<file path="src/rtl/regfile_cmd_pkg.sv">
// Shared definitions for the register-file command word interface:
// opcodes, command word field positions and the initiator FSM encoding.
package regfile_cmd_pkg;

    localparam logic [7:0] OP_RESET    = 8'h01;
    localparam logic [7:0] OP_EN_TX    = 8'h02;
    localparam logic [7:0] OP_EN_RX    = 8'h03;
    localparam logic [7:0] OP_PH_SEL   = 8'h04;
    localparam logic [7:0] OP_RUN_MEM  = 8'h05;
    localparam logic [7:0] OP_RD_MEM   = 8'h06;
    localparam logic [7:0] OP_IS_FULL  = 8'h07;
    localparam logic [7:0] OP_BER_S_I  = 8'h08;
    localparam logic [7:0] OP_BER_S_Q  = 8'h09;
    localparam logic [7:0] OP_BER_E_I  = 8'h0A;
    localparam logic [7:0] OP_BER_E_Q  = 8'h0B;
    localparam logic [7:0] OP_BER_HIGH = 8'h0C;

    localparam int CMD_MSB  = 31;
    localparam int CMD_LSB  = 24;
    localparam int ENB_BIT  = 23;
    localparam int DATA_MSB = 22;

    typedef enum logic [2:0] {
        ST_IDLE    = 3'd0,
        ST_SETUP   = 3'd1,
        ST_ASSERT  = 3'd2,
        ST_SAMPLE  = 3'd3,
        ST_RELEASE = 3'd4,
        ST_RESP    = 3'd5
    } state_t;

endpackage

</file>
<file path="src/rtl/regfile_cmd_master_if.sv">
// Request/response and register-file word signals of the command initiator.
// The master modport is the initiator's view; slave is the user/regfile side.
interface regfile_cmd_master_if;

    logic        i_req_valid;
    logic        o_req_ready;
    logic [7:0]  i_req_cmd;
    logic [22:0] i_req_data;
    logic        i_req_wide;
    logic [31:0] o_cmd_to_regs;
    logic [31:0] i_data_from_regs;
    logic        o_rsp_valid;
    logic [63:0] o_rsp_data;
    logic        o_busy;

    modport master (
        input  i_req_valid, i_req_cmd, i_req_data, i_req_wide, i_data_from_regs,
        output o_req_ready, o_cmd_to_regs, o_rsp_valid, o_rsp_data, o_busy
    );

    modport slave (
        output i_req_valid, i_req_cmd, i_req_data, i_req_wide, i_data_from_regs,
        input  o_req_ready, o_cmd_to_regs, o_rsp_valid, o_rsp_data, o_busy
    );

endinterface

</file>
<file path="src/rtl/regfile_cmd_master.sv">
// Command initiator for the register-file gpi0/gpo0 word interface: formats the
// command word, pulses enable, samples the response, optionally reads BER_HIGH too.
module regfile_cmd_master
    import regfile_cmd_pkg::*;
#(
    parameter int HOLD_CYCLES = 4,
    parameter int GAP_CYCLES  = 2,
    parameter int NB_CNT      = 4
) (
    input  logic                 clock,
    input  logic                 reset,
    regfile_cmd_master_if.master bus
);

    generate
        if (HOLD_CYCLES < 3) begin : g_bad_hold
            $error("HOLD_CYCLES must be at least 3");
        end
        if (GAP_CYCLES < 1) begin : g_bad_gap
            $error("GAP_CYCLES must be at least 1");
        end
        if ((2 ** NB_CNT) <= HOLD_CYCLES || (2 ** NB_CNT) <= GAP_CYCLES) begin : g_bad_cnt
            $error("NB_CNT too narrow for HOLD_CYCLES/GAP_CYCLES");
        end
    endgenerate

    localparam logic [NB_CNT-1:0] HOLD_LOAD = NB_CNT'(HOLD_CYCLES - 1);
    localparam logic [NB_CNT-1:0] GAP_LOAD  = NB_CNT'(GAP_CYCLES - 1);

    state_t            state_reg,  state_next;
    logic [NB_CNT-1:0] cnt_reg,    cnt_next;
    logic              phase_reg,  phase_next;
    logic              wide_reg,   wide_next;
    logic [7:0]        cmd_reg,    cmd_next;
    logic [22:0]       data_reg,   data_next;
    logic [63:0]       rsp_reg,    rsp_next;

    always_ff @(posedge clock) begin
        if (reset) begin
            state_reg <= ST_IDLE;
            cnt_reg   <= '0;
            phase_reg <= 1'b0;
            wide_reg  <= 1'b0;
            cmd_reg   <= '0;
            data_reg  <= '0;
            rsp_reg   <= '0;
        end else begin
            state_reg <= state_next;
            cnt_reg   <= cnt_next;
            phase_reg <= phase_next;
            wide_reg  <= wide_next;
            cmd_reg   <= cmd_next;
            data_reg  <= data_next;
            rsp_reg   <= rsp_next;
        end
    end

    always_comb begin
        state_next = state_reg;
        cnt_next   = cnt_reg;
        phase_next = phase_reg;
        wide_next  = wide_reg;
        cmd_next   = cmd_reg;
        data_next  = data_reg;
        rsp_next   = rsp_reg;
        case (state_reg)
            ST_IDLE: begin
                if (bus.i_req_valid) begin
                    cmd_next   = bus.i_req_cmd;
                    data_next  = bus.i_req_data;
                    wide_next  = bus.i_req_wide;
                    phase_next = 1'b0;
                    if (!bus.i_req_wide) begin
                        rsp_next[63:32] = '0;
                    end
                    state_next = ST_SETUP;
                end
            end
            ST_SETUP: begin
                cnt_next   = HOLD_LOAD;
                state_next = ST_ASSERT;
            end
            ST_ASSERT: begin
                if (cnt_reg == '0) begin
                    state_next = ST_SAMPLE;
                end else begin
                    cnt_next = cnt_reg - 1'b1;
                end
            end
            ST_SAMPLE: begin
                if (phase_reg) begin
                    rsp_next[63:32] = bus.i_data_from_regs;
                end else begin
                    rsp_next[31:0] = bus.i_data_from_regs;
                end
                cnt_next   = GAP_LOAD;
                state_next = ST_RELEASE;
            end
            ST_RELEASE: begin
                if (cnt_reg != '0) begin
                    cnt_next = cnt_reg - 1'b1;
                end else if (wide_reg && !phase_reg) begin
                    // Second half of a 64-bit BER read: same handshake, high-word opcode.
                    phase_next = 1'b1;
                    cmd_next   = OP_BER_HIGH;
                    data_next  = '0;
                    state_next = ST_SETUP;
                end else begin
                    state_next = ST_RESP;
                end
            end
            ST_RESP: begin
                state_next = ST_IDLE;
            end
            default: begin
                state_next = ST_IDLE;
            end
        endcase
    end

    logic enb;
    assign enb = (state_reg == ST_ASSERT) || (state_reg == ST_SAMPLE);

    assign bus.o_cmd_to_regs[CMD_MSB:CMD_LSB] = cmd_reg;
    assign bus.o_cmd_to_regs[ENB_BIT]         = enb;
    assign bus.o_cmd_to_regs[DATA_MSB:0]      = data_reg;

    assign bus.o_req_ready = (state_reg == ST_IDLE);
    assign bus.o_busy      = (state_reg != ST_IDLE);
    assign bus.o_rsp_valid = (state_reg == ST_RESP);
    assign bus.o_rsp_data  = rsp_reg;

endmodule

</file>
<file path="src/flat_wrapper.sv">
// flat-port wrapper written by rule: the top's interface ports become plain ports
module regfile_cmd_master_flat import regfile_cmd_pkg::*;
#(
    parameter int HOLD_CYCLES = 4,
    parameter int GAP_CYCLES  = 2,
    parameter int NB_CNT      = 4
)
  (clock, reset, bus_i_req_valid, bus_i_req_cmd, bus_i_req_data, bus_i_req_wide, bus_i_data_from_regs, bus_o_req_ready, bus_o_cmd_to_regs, bus_o_rsp_valid, bus_o_rsp_data, bus_o_busy);
  regfile_cmd_master_if bus_i ();
  input  logic clock;
  input  logic reset;
  input wire logic [$bits(bus_i.i_req_valid)-1:0] bus_i_req_valid;
  input wire logic [$bits(bus_i.i_req_cmd)-1:0] bus_i_req_cmd;
  input wire logic [$bits(bus_i.i_req_data)-1:0] bus_i_req_data;
  input wire logic [$bits(bus_i.i_req_wide)-1:0] bus_i_req_wide;
  input wire logic [$bits(bus_i.i_data_from_regs)-1:0] bus_i_data_from_regs;
  output wire logic [$bits(bus_i.o_req_ready)-1:0] bus_o_req_ready;
  output wire logic [$bits(bus_i.o_cmd_to_regs)-1:0] bus_o_cmd_to_regs;
  output wire logic [$bits(bus_i.o_rsp_valid)-1:0] bus_o_rsp_valid;
  output wire logic [$bits(bus_i.o_rsp_data)-1:0] bus_o_rsp_data;
  output wire logic [$bits(bus_i.o_busy)-1:0] bus_o_busy;
  assign bus_i.i_req_valid = bus_i_req_valid;
  assign bus_i.i_req_cmd = bus_i_req_cmd;
  assign bus_i.i_req_data = bus_i_req_data;
  assign bus_i.i_req_wide = bus_i_req_wide;
  assign bus_i.i_data_from_regs = bus_i_data_from_regs;
  assign bus_o_req_ready = bus_i.o_req_ready;
  assign bus_o_cmd_to_regs = bus_i.o_cmd_to_regs;
  assign bus_o_rsp_valid = bus_i.o_rsp_valid;
  assign bus_o_rsp_data = bus_i.o_rsp_data;
  assign bus_o_busy = bus_i.o_busy;
  regfile_cmd_master #(.HOLD_CYCLES(HOLD_CYCLES), .GAP_CYCLES(GAP_CYCLES), .NB_CNT(NB_CNT)) u_core (.clock(clock), .reset(reset), .bus(bus_i));
endmodule
</file>
<file path="config.mk">
export PLATFORM = sky130hd
export DESIGN_NAME = regfile_cmd_master_flat
export DESIGN_NICKNAME = d
export VERILOG_FILES = /design/src/rtl/regfile_cmd_pkg.sv /design/src/rtl/regfile_cmd_master_if.sv /design/src/rtl/regfile_cmd_master.sv /design/src/flat_wrapper.sv
export SDC_FILE = /design/constraint.sdc
export NUM_CORES = 1
export LEC_CHECK = 0
export CAP_MARGIN = 20
export CORE_MARGIN = 4
export CORE_UTILIZATION = 33
export DETAILED_ROUTE_END_ITERATION = 6
export HOLD_SLACK_MARGIN = 0.03
export SLEW_MARGIN = 30
export SYNTH_ARGS = -nofsm -noshare
export SYNTH_HDL_FRONTEND = slang
export SYNTH_SLANG_ARGS = --single-unit
</file>
<file path="constraint.sdc">
create_clock -name clock -period 3 [get_ports clock]
set_input_delay 0.45 -clock clock [delete_from_list [all_inputs] [get_ports clock]]
set_output_delay 0.45 -clock clock [all_outputs]
set_load 0.005 [all_outputs]
</file>
==> impl_metrics.tcl, run 1 <==
set metrics [dict create \
    drc 0 \
    syn_inst 436 \
    ys_types 43 \
    post-dp-hpwl_um 8236 \
    report.final.slew_viol_count 0 \
    status "complete, no violations" \
    hold_path.class "reg2reg" \
    ys_async_sr_fraction 0 \
    overflow 0 \
    wl_per_cell_um 16.15 \
    setup.worst_path.class "reg2out" \
    intPower_w 0.002700 \
    layout_commonest_cell "clkdlybuf4s50_1" \
    firstDrtPassIters 4 \
    skew_ns 0.004303 \
    final_cell_mix "clkdlybuf4s50_1 (164), dfxtp_1 (104), nand2_1 (66)" \
    routed_wl_um 11790 \
    dieArea_um2 13720 \
    ctsResizeCount 0 \
    diodes 0 \
    avgSynthCellArea_um2 9.017 \
    crit_slowest_cell "dfxtp_1" \
    synth_ff_type "dfxtp_1" \
    p_leak_nw 2.086 \
    slowest_delay_ns 0.50 \
    grt.total_usage 0.1703 \
    yosysSeqAreaShare 0.5296 \
    initial_core_util 0.3414 \
    worst-path-buf-inv 2 \
    chipWidth_um 117.1 \
    netSwitchingPower_w 0.0009086 \
    seqPwrFrac 0.432 \
    final_layout_size_suffix_gt1_frac 0.05622 \
    cap_violations 0 \
    clkTransAtPathRegs_ns 0.07 \
    clock_latency_ns 0.35 \
    rsz0062_at_grt "no" \
    required_ns 2.55 \
    post_cts_buffers 0 \
    period_share 0.8376 \
    fin_util 0.5203 \
    cp-start-kind "register" \
    crit_chain "nor2_1 > nand2_1 > inv_1 > clkdlybuf4s50_1" \
    ctsHoldBuffers 0 \
    place_ws_ns 0.7600 \
    p_clk_frac 0.380 \
    netSwitchingFraction 0.2518 \
    netlist.area_leader.share 0.5296 \
    setup_ws_ns 0.4873 \
    port_buffers 165 \
    cts_buffer_depth 2 \
    hold_viol_final 0 \
    setup_tns_ns 0 \
    drt_iter0_markers 273 \
    cp.arrival_ns 2.06 \
    yosys_warnings 0 \
    syn_area_um2 3931 \
    path_max_fanout 19 \
    pwr_density_cell_nw_per_um2 602.2 \
    syn_nets 505 \
    ys_seq_elements 104 \
    largest_reg_flops 64 \
    setup_violations 0 \
    max_freq_mhz 398.0 \
    combinationalPowerShare 0.189 \
    end_kind "output pin" \
    slew_headroom 0.5261 \
    grt_pass1_vias 3585 \
    htree_levels 3 \
    numClockSinks 104 \
    vias_per_cell 5.058 \
    grt_pass1_wl_um 18170 \
    gp_congestion 0.7978 \
    synth_largest_area_cell "dfxtp_1" \
    drtAntennaViolNets 0 \
    nets 651 \
    synthTopCellsByArea "dfxtp_1 (53%), a22o_1 (6.5%), nand2_1 (6.3%)" \
    cp_top_family "simple AND/OR/NAND/NOR gates" \
    antenna_found_initial 0 \
    rows 39 \
    cts_made_buffers 9 \
    tritoncts "built" \
    ir_worst_vdd_mv 0.3668 \
    syn2layout_area_growth_pct 52.42 \
    core-area_um2 11520 \
    die_h_um 117.1 \
    vias 3692 \
    fin_crit_ns 2.513 \
    cts_root_buffer "clkbuf_16" \
    grt_max_degree 66 \
    tightest_slew_ns 0.7092 \
    num_io_pins 166 \
    synth_edf_count 0 \
]
[synthesized netlist by cell type (2+ instances only)]
library cell	instances
a21oi_1	39
a22o_1	29
o21ai_0	31
nand4_1	2
a31oi_1	2
nand2_1	66
nor3_1	10
clkbuf_1	23
inv_1	5
buf_2	2
clkbuf_2	3
nor2b_1	3
buf_6	7
dfxtp_1	104
nor2_1	13
o21ai_1	2
buf_4	2
nand3_1	35
ha_1	2
nand2b_1	32
a211oi_1	2
[stage by stage]
step,hold WS [ns],instances,area [µm²],total power [W]
after floorplan,0.4527,436,3931,0.001939
after global placement,0.4429,714,5632,0.002253
after detailed placement,0.4492,714,5637,0.002267
after CTS,0.4586,730,5992,0.003651
after global routing,0.4771,730,5992,0.003775
final,0.4550,730,5992,0.003609
[logic make-up (layout without fill, tap and decap cells)]
logic type	count (synthesis)	after routing	synth area share
xor+xnor	1	1	0.002228
fa+ha+maj	2	2	0.006364
simple gates	173	173	0.2177
flops	104	104	0.5296
compound gates	113	113	0.1846
mux	1	1	0.002546
buf+inv	42	193	0.05697
[power by group through the flow]
stage / sequential (W) / clock [W] / combinational [W]
after floorplan: 0.00156 / 0 / 0.000377
after CTS: 0.00156 / 0.00141 / 0.000684
after global routing: 0.00157 / 0.00146 / 0.000743
after global placement: 0.00159 / 0 / 0.000667
final: 0.00156 / 0.00137 / 0.000681
after detailed placement: 0.00159 / 0 / 0.000680
[worst paths after layout]
path	from	end	slack (ns)	cells past startpoint
hold reg to reg	u_core.bus.o_rsp_data[7]	u_core.bus.o_rsp_data[7]	0.46	2
setup reg to reg	u_core.state_reg[2]	u_core.cmd_reg[6]	0.97	4
setup / recovery	u_core.state_reg[1]	bus_o_req_ready	0.49	4
hold / removal	u_core.bus.o_rsp_data[7]	u_core.bus.o_rsp_data[7]	0.46	2
[metal layers]
layer / wire length, µm / vias to the layer above / GRT usage / part of all wire
met1: 5354 / 1736 / 0.2138 / 0.45
met4: 125 / 0 / 0.04664 / 0.011
met2: 5348 / 138 / 0.2779 / 0.45
met5: 0 / - / 0 / 0
met3: 962 / 14 / 0.06015 / 0.082
li1: - / 1804 / - / -
[worst min-delay path: cells and delay by family, from the launching register on]
family             cells  cell delay (ns)
and+or+nand+nor        1             0.05
DFF                    1             0.31
AOI/OAI and AO/OA      1             0.05
[layout make-up]
type	instances	area, µm²
Fill cell	1062	5524
Inverter	5	18.77
Multi-Input combinational cell	290	1645
Tap cell	143	178.9
Clock buffer	11	252.7
Sequential cell	104	2082
Clock inverter	5	102.6
Timing Repair Buffer	172	1712
(Power assumes the default switching activity.)
==> run 2, diff against run 1 <==
- PLACE_DENSITY: unset -> 0.67
- clock period: 3 -> 2.05 ns (I/O delays scaled with it)
==> run 2 against run 1 <==
Critical path depth stayed put; critical endpoint is now bus_o_rsp_valid; sequential power is 44% higher; final cell count up 1.4%; hold slack improved by 0.00058 ns; sequential share of layout area fell by 0.47 points; largest power group unchanged; first-iteration DRC count is 33% lower; non-clock buffer count rose by 10; clock-buffer cell count unchanged.
==> impl_metrics.tcl, run 2 (synthesis results as in run 1) <==
set metrics [dict create \
    vias_per_cell 4.874 \
    rows 39 \
    core-area_um2 11520 \
    required_ns 1.74 \
    port_buffers 165 \
    firstDrtPassIters 4 \
    rr_worst_depth 7 \
    cp.arrival_ns 1.64 \
    slew_headroom 0.5553 \
    fin_crit_ns 1.951 \
    skew_ns 0.004596 \
    chipWidth_um 117.1 \
    largest_reg_flops 64 \
    setup_ws_ns 0.09894 \
    place_ws_ns -0.02201 \
    final_layout_size_suffix_gt1_frac 0.08208 \
    layout_commonest_cell "clkdlybuf4s50_1" \
    cts_buffer_depth 2 \
    fillerInstances 1071 \
    setup.worst_path.class "reg2out" \
    reg2reg_from "u_core.cnt_reg[1]" \
    slowest_delay_ns 0.52 \
    wl_per_cell_um 15.04 \
    nets 661 \
    gp_congestion 0.7757 \
    hold_path.class "reg2reg" \
    dieArea_um2 13720 \
    routed_wl_um 11130 \
    drtAntennaViolNets 0 \
    cp-start-kind "register" \
    setup_tns_ns 0 \
    final_cell_mix "clkdlybuf4s50_1 (163), dfxtp_1 (101), nand2_1 (66)" \
    grt.total_usage 0.1613 \
    end_kind "output pin" \
    crit_slowest_cell "clkdlybuf4s50_1" \
    grt_pass1_wl_um 17380 \
    antenna_found_initial 0 \
    ctsHoldBuffers 0 \
    worstHoldStart "u_core.bus.o_rsp_data[23]" \
    grt_pass1_vias 3506 \
    cap_violations 0 \
    clock_latency_ns 0.35 \
    die_h_um 117.1 \
    path_max_fanout 11 \
    cts_root_buffer "clkbuf_16" \
    p_leak_nw 2.135 \
    numClockSinks 104 \
    syn2layout_area_growth_pct 55.16 \
    initial_core_util 0.3414 \
    placed_area_um2 5754 \
    drt_iter0_markers 182 \
    status "complete, no violations" \
    diodes 0 \
    power_w 0.005142 \
    htree_levels 3 \
    max_freq_mhz 512.5 \
    rsz0062_at_grt "no" \
    setup_violations 0 \
    hold_viol_final 0 \
    crit_chain "buf_4 > inv_1 > nor3_2 > clkdlybuf4s50_1" \
    overflow 0 \
    cts_made_buffers 9 \
    postLayoutCellArea_um2 6100 \
    clkTransAtPathRegs_ns 0.07 \
    hold_depth 2 \
    pwr_density_cell_nw_per_um2 843.1 \
    tritoncts "built" \
    drc 0 \
    grt_max_degree 49 \
    tightest_slew_ns 0.6654 \
    num_io_pins 166 \
    vias 3607 \
    ir_worst_vdd_mv 0.5609 \
    period_share 0.9517 \
    post-dp-hpwl_um 7902 \
    crit_path_start "u_core.state_reg[0]" \
    report.final.slew_viol_count 0 \
]
-- run 2: changes by cell type in the layout (fill, tap and decap cells not counted), moves of 2 or more --
| cell | change |
|---|---|
| buf_12 | +4 |
| buf_4 | +6 |
| bufinv_16 | -2 |
| clkinv_4 | +2 |
| dfxtp_1 | -3 |
| dfxtp_4 | +2 |
-- run 2: final cells by class --
cell class	instances	area, µm²	share of cell area
Timing Repair Buffer	182	1839	0.3015
Clock inverter	5	63.81	0.01046
Tap cell	143	178.9	0.02933
Inverter	5	18.77	0.003077
Clock buffer	11	252.7	0.04144
Multi-Input combinational cell	290	1655	0.2714
Sequential cell	104	2091	0.3428
-- run 2: power breakdown --
group / leakage [nW] / switching, W / internal (W)
sequential: 0.846 / 0.0000902 / 0.00216
combinational: 1.14 / 0.000491 / 0.000613
clock: 0.152 / 0.000767 / 0.00102
-- run 2: path summary, 6_finish.rpt --
kind / to / slack, ns
setup / recovery: bus_o_rsp_valid / 0.1
hold / removal: u_core.bus.o_rsp_data[23] / 0.46
setup reg to reg: u_core.cnt_reg[0] / 0.17
hold reg to reg: u_core.bus.o_rsp_data[23] / 0.46
-- run 2: repair_timing --
action | CTS | global route
pin swaps | 0 | 0
setup buffers | 1 | 0
gates resized for setup | 6 | 3
gates cloned | 0 | 0
endpoints found under the setup margin | 4 | 2
hold endpoints to repair | 0 | 0
-- run 2: layer usage --
| metal | track usage | wire, µm | vias up |
|---|---|---|---|
| met1 | 0.2048 | 4867 | 1675 |
| met3 | 0.04884 | 732 | 13 |
| li1 | - | - | 1823 |
| met4 | 0.06728 | 176 | 0 |
| met2 | 0.2549 | 5352 | 96 |
| met5 | 0 | 0 | - |
-- run 2: stage by stage --
step	hold WS, ns	utilization	instances
floorplan	0.4330	-	436
global placement	0.4420	0.4992	723
detailed placement	0.4492	0.4997	723
CTS	0.4569	0.5288	740
global route	0.4782	0.5297	740
finish	0.4556	0.5297	740
-- run 2: critical path: cells and delay by family (launching register included) --
kind                   cells  cell delay (ns)
buffers and inverters      3             0.80
and+or+nand+nor            1             0.12
DFF                        1             0.37
==> run 3, diff against run 2 <==
- CORE_MARGIN: 4 -> 10
==> run 3 against run 2 <==
First-iteration DRC count is 42% higher; routed wire length grew 12%; sequential share of layout area hardly changed; via count is 1.6% higher; combinational power about the same; global-route usage fell by 1.6 points; clock skew up 0.00081 ns; die area rose by 22%; register-to-register slack got worse by 0.06 ns; power rose by 2.7%; sequential cell count is the same.
==> impl_metrics.tcl, run 3 (synthesis results as in run 1) <==
set metrics [dict create \
    status "complete, no violations" \
    nets 659 \
    crit_chain "inv_1 > ha_1 > or3b_2 > a31oi_1 > o211ai_1 > a211oi_1" \
    ctsHoldBuffers 0 \
    period_share 0.9482 \
    max_freq_mhz 514.4 \
    fin_util 0.5281 \
    setup.worst_path.class "reg2reg" \
    diodes 0 \
    tightest_slew_ns 0.6441 \
    largest_reg_flops 64 \
    reg2reg_from "u_core.cnt_reg[0]" \
    die_h_um 129.1 \
    cp_num_cells 6 \
    tritoncts "built" \
    num_io_pins 166 \
    wl_per_cell_um 16.90 \
    hold_viol_final 0 \
    core-area_um2 11560 \
    cts_root_buffer "clkbuf_16" \
    crit_slowest_cell "or3b_2" \
    drc 0 \
    placed_area_um2 5754 \
    worst-path-buf-inv 1 \
    whs_endpoint "u_core.wide_reg" \
    fillerInstances 1050 \
    cap_violations 0 \
    cp.arrival_ns 2.20 \
    cts_made_buffers 9 \
    antenna_found_initial 0 \
    setup_ws_ns 0.1061 \
    drt_iter0_markers 259 \
    final_layout_size_suffix_gt1_frac 0.07407 \
    overflow 0 \
    pwr_density_cell_nw_per_um2 864.6 \
    required_ns 2.30 \
    hold_path.class "in2reg" \
    gp_congestion 0.7715 \
    hold_depth 2 \
    post-dp-hpwl_um 9104 \
    final_cells 737 \
    cts_buffer_depth 2 \
    rows 39 \
    vias 3666 \
    dieArea_um2 16680 \
    rsz0062_at_grt "no" \
    grt_max_degree 56 \
    grt_pass1_vias 3601 \
    clock_latency_ns 0.34 \
    ir_worst_vdd_mv 0.4339 \
    worstHoldStart "reset" \
    initial_core_util 0.3399 \
    grt_pass1_wl_um 19380 \
    path_max_fanout 7 \
    final_cell_mix "clkdlybuf4s50_1 (164), dfxtp_1 (101), nand2_1 (66)" \
    place_ws_ns -0.02380 \
    htree_levels 3 \
    fin_crit_ns 1.944 \
    setup_violations 0 \
    grt.total_usage 0.1455 \
    layout_commonest_cell "clkdlybuf4s50_1" \
    port_buffers 165 \
    syn2layout_area_growth_pct 55.35 \
    post_cts_buffers 0 \
    vias_per_cell 4.974 \
    p_leak_nw 2.136 \
    rr_worst_depth 6 \
    cp-start-kind "register" \
    dpl.cell_count 722 \
    skew_ns 0.005410 \
    cp_top_family "compound AO/OA/AOI/OAI gates" \
    report.final.slew_viol_count 0 \
    slowest_delay_ns 0.55 \
    slew_headroom 0.5706 \
    worst_hold_slack_ns 0.4245 \
    drtAntennaViolNets 0 \
    numClockSinks 104 \
    reg2reg_to "u_core.cnt_reg[0]" \
    routed_wl_um 12450 \
    end_kind "register" \
    postLayoutCellArea_um2 6107 \
    rrSetupSlack_ns 0.11 \
    clkTransAtPathRegs_ns 0.07 \
    firstDrtPassIters 5 \
    chipWidth_um 129.1 \
]
## run 3: area by class of cell
cell class | instances | area [µm²] | area share
inverter | 5 | 18.77 | 0.003073
timing repair buffer | 180 | 1834 | 0.3003
clock buffer | 9 | 225.2 | 0.03688
clock inverter | 6 | 116.4 | 0.01905
multi-input combinational | 290 | 1643 | 0.2690
tap | 143 | 178.9 | 0.02930
sequential | 104 | 2091 | 0.3423
## run 3: power breakdown
part           switching, W  total, W  internal (W)  leakage [nW]
logic              0.000476   0.00107      0.000595          1.12
clock network      0.000742   0.00194       0.00119         0.166
registers          0.000115   0.00227       0.00216         0.846
total               0.00133   0.00528       0.00395          2.14
## run 3: worst register-to-register path: cells and delay by family (launching register included)
kind,cells,cell delay [ns]
flops,1,0.36
compound gates,3,0.60
fa+ha+maj,1,0.22
simple gates,1,0.55
buf+inv,1,0.12
## run 3: worst max-delay path by stage
stage                                     end  slack, ns                 from
global placement    u_core.bus.o_rsp_data[46]       0.01       bus_i_req_wide
detailed placement  u_core.bus.o_rsp_data[61]      -0.02      bus_i_req_valid
finish                      u_core.cnt_reg[0]       0.11    u_core.cnt_reg[0]
CTS                     bus_o_cmd_to_regs[23]       0.03  u_core.state_reg[1]
floorplan                 u_core.data_reg[10]       0.30  u_core.state_reg[1]
global route                u_core.cnt_reg[0]       0.02    u_core.cnt_reg[0]
## run 3: metal layers
metal | part of all wire | GRT usage | vias up
li1 | - | - | 1812
met1 | 0.40 | 0.1680 | 1700
met2 | 0.49 | 0.2455 | 145
met3 | 0.093 | 0.05669 | 9
met4 | 0.014 | 0.04080 | 0
met5 | 0 | 0 | -
## run 3: repair_timing
item	4_1_cts	5_1_grt
endpoints found under the setup margin	4	4
endpoints found under the hold margin	0	0
gates resized for setup	3	3
## run 3: stage by stage
| step | setup TNS [ns] | total power (W) |
|---|---|---|
| CTS | 0 | 0.005350 |
| detailed placement | -0.2054 | 0.003388 |
| finish | 0 | 0.005280 |
| global placement | 0 | 0.003357 |
| global route | 0 | 0.005537 |
| floorplan | 0 | 0.002837 |
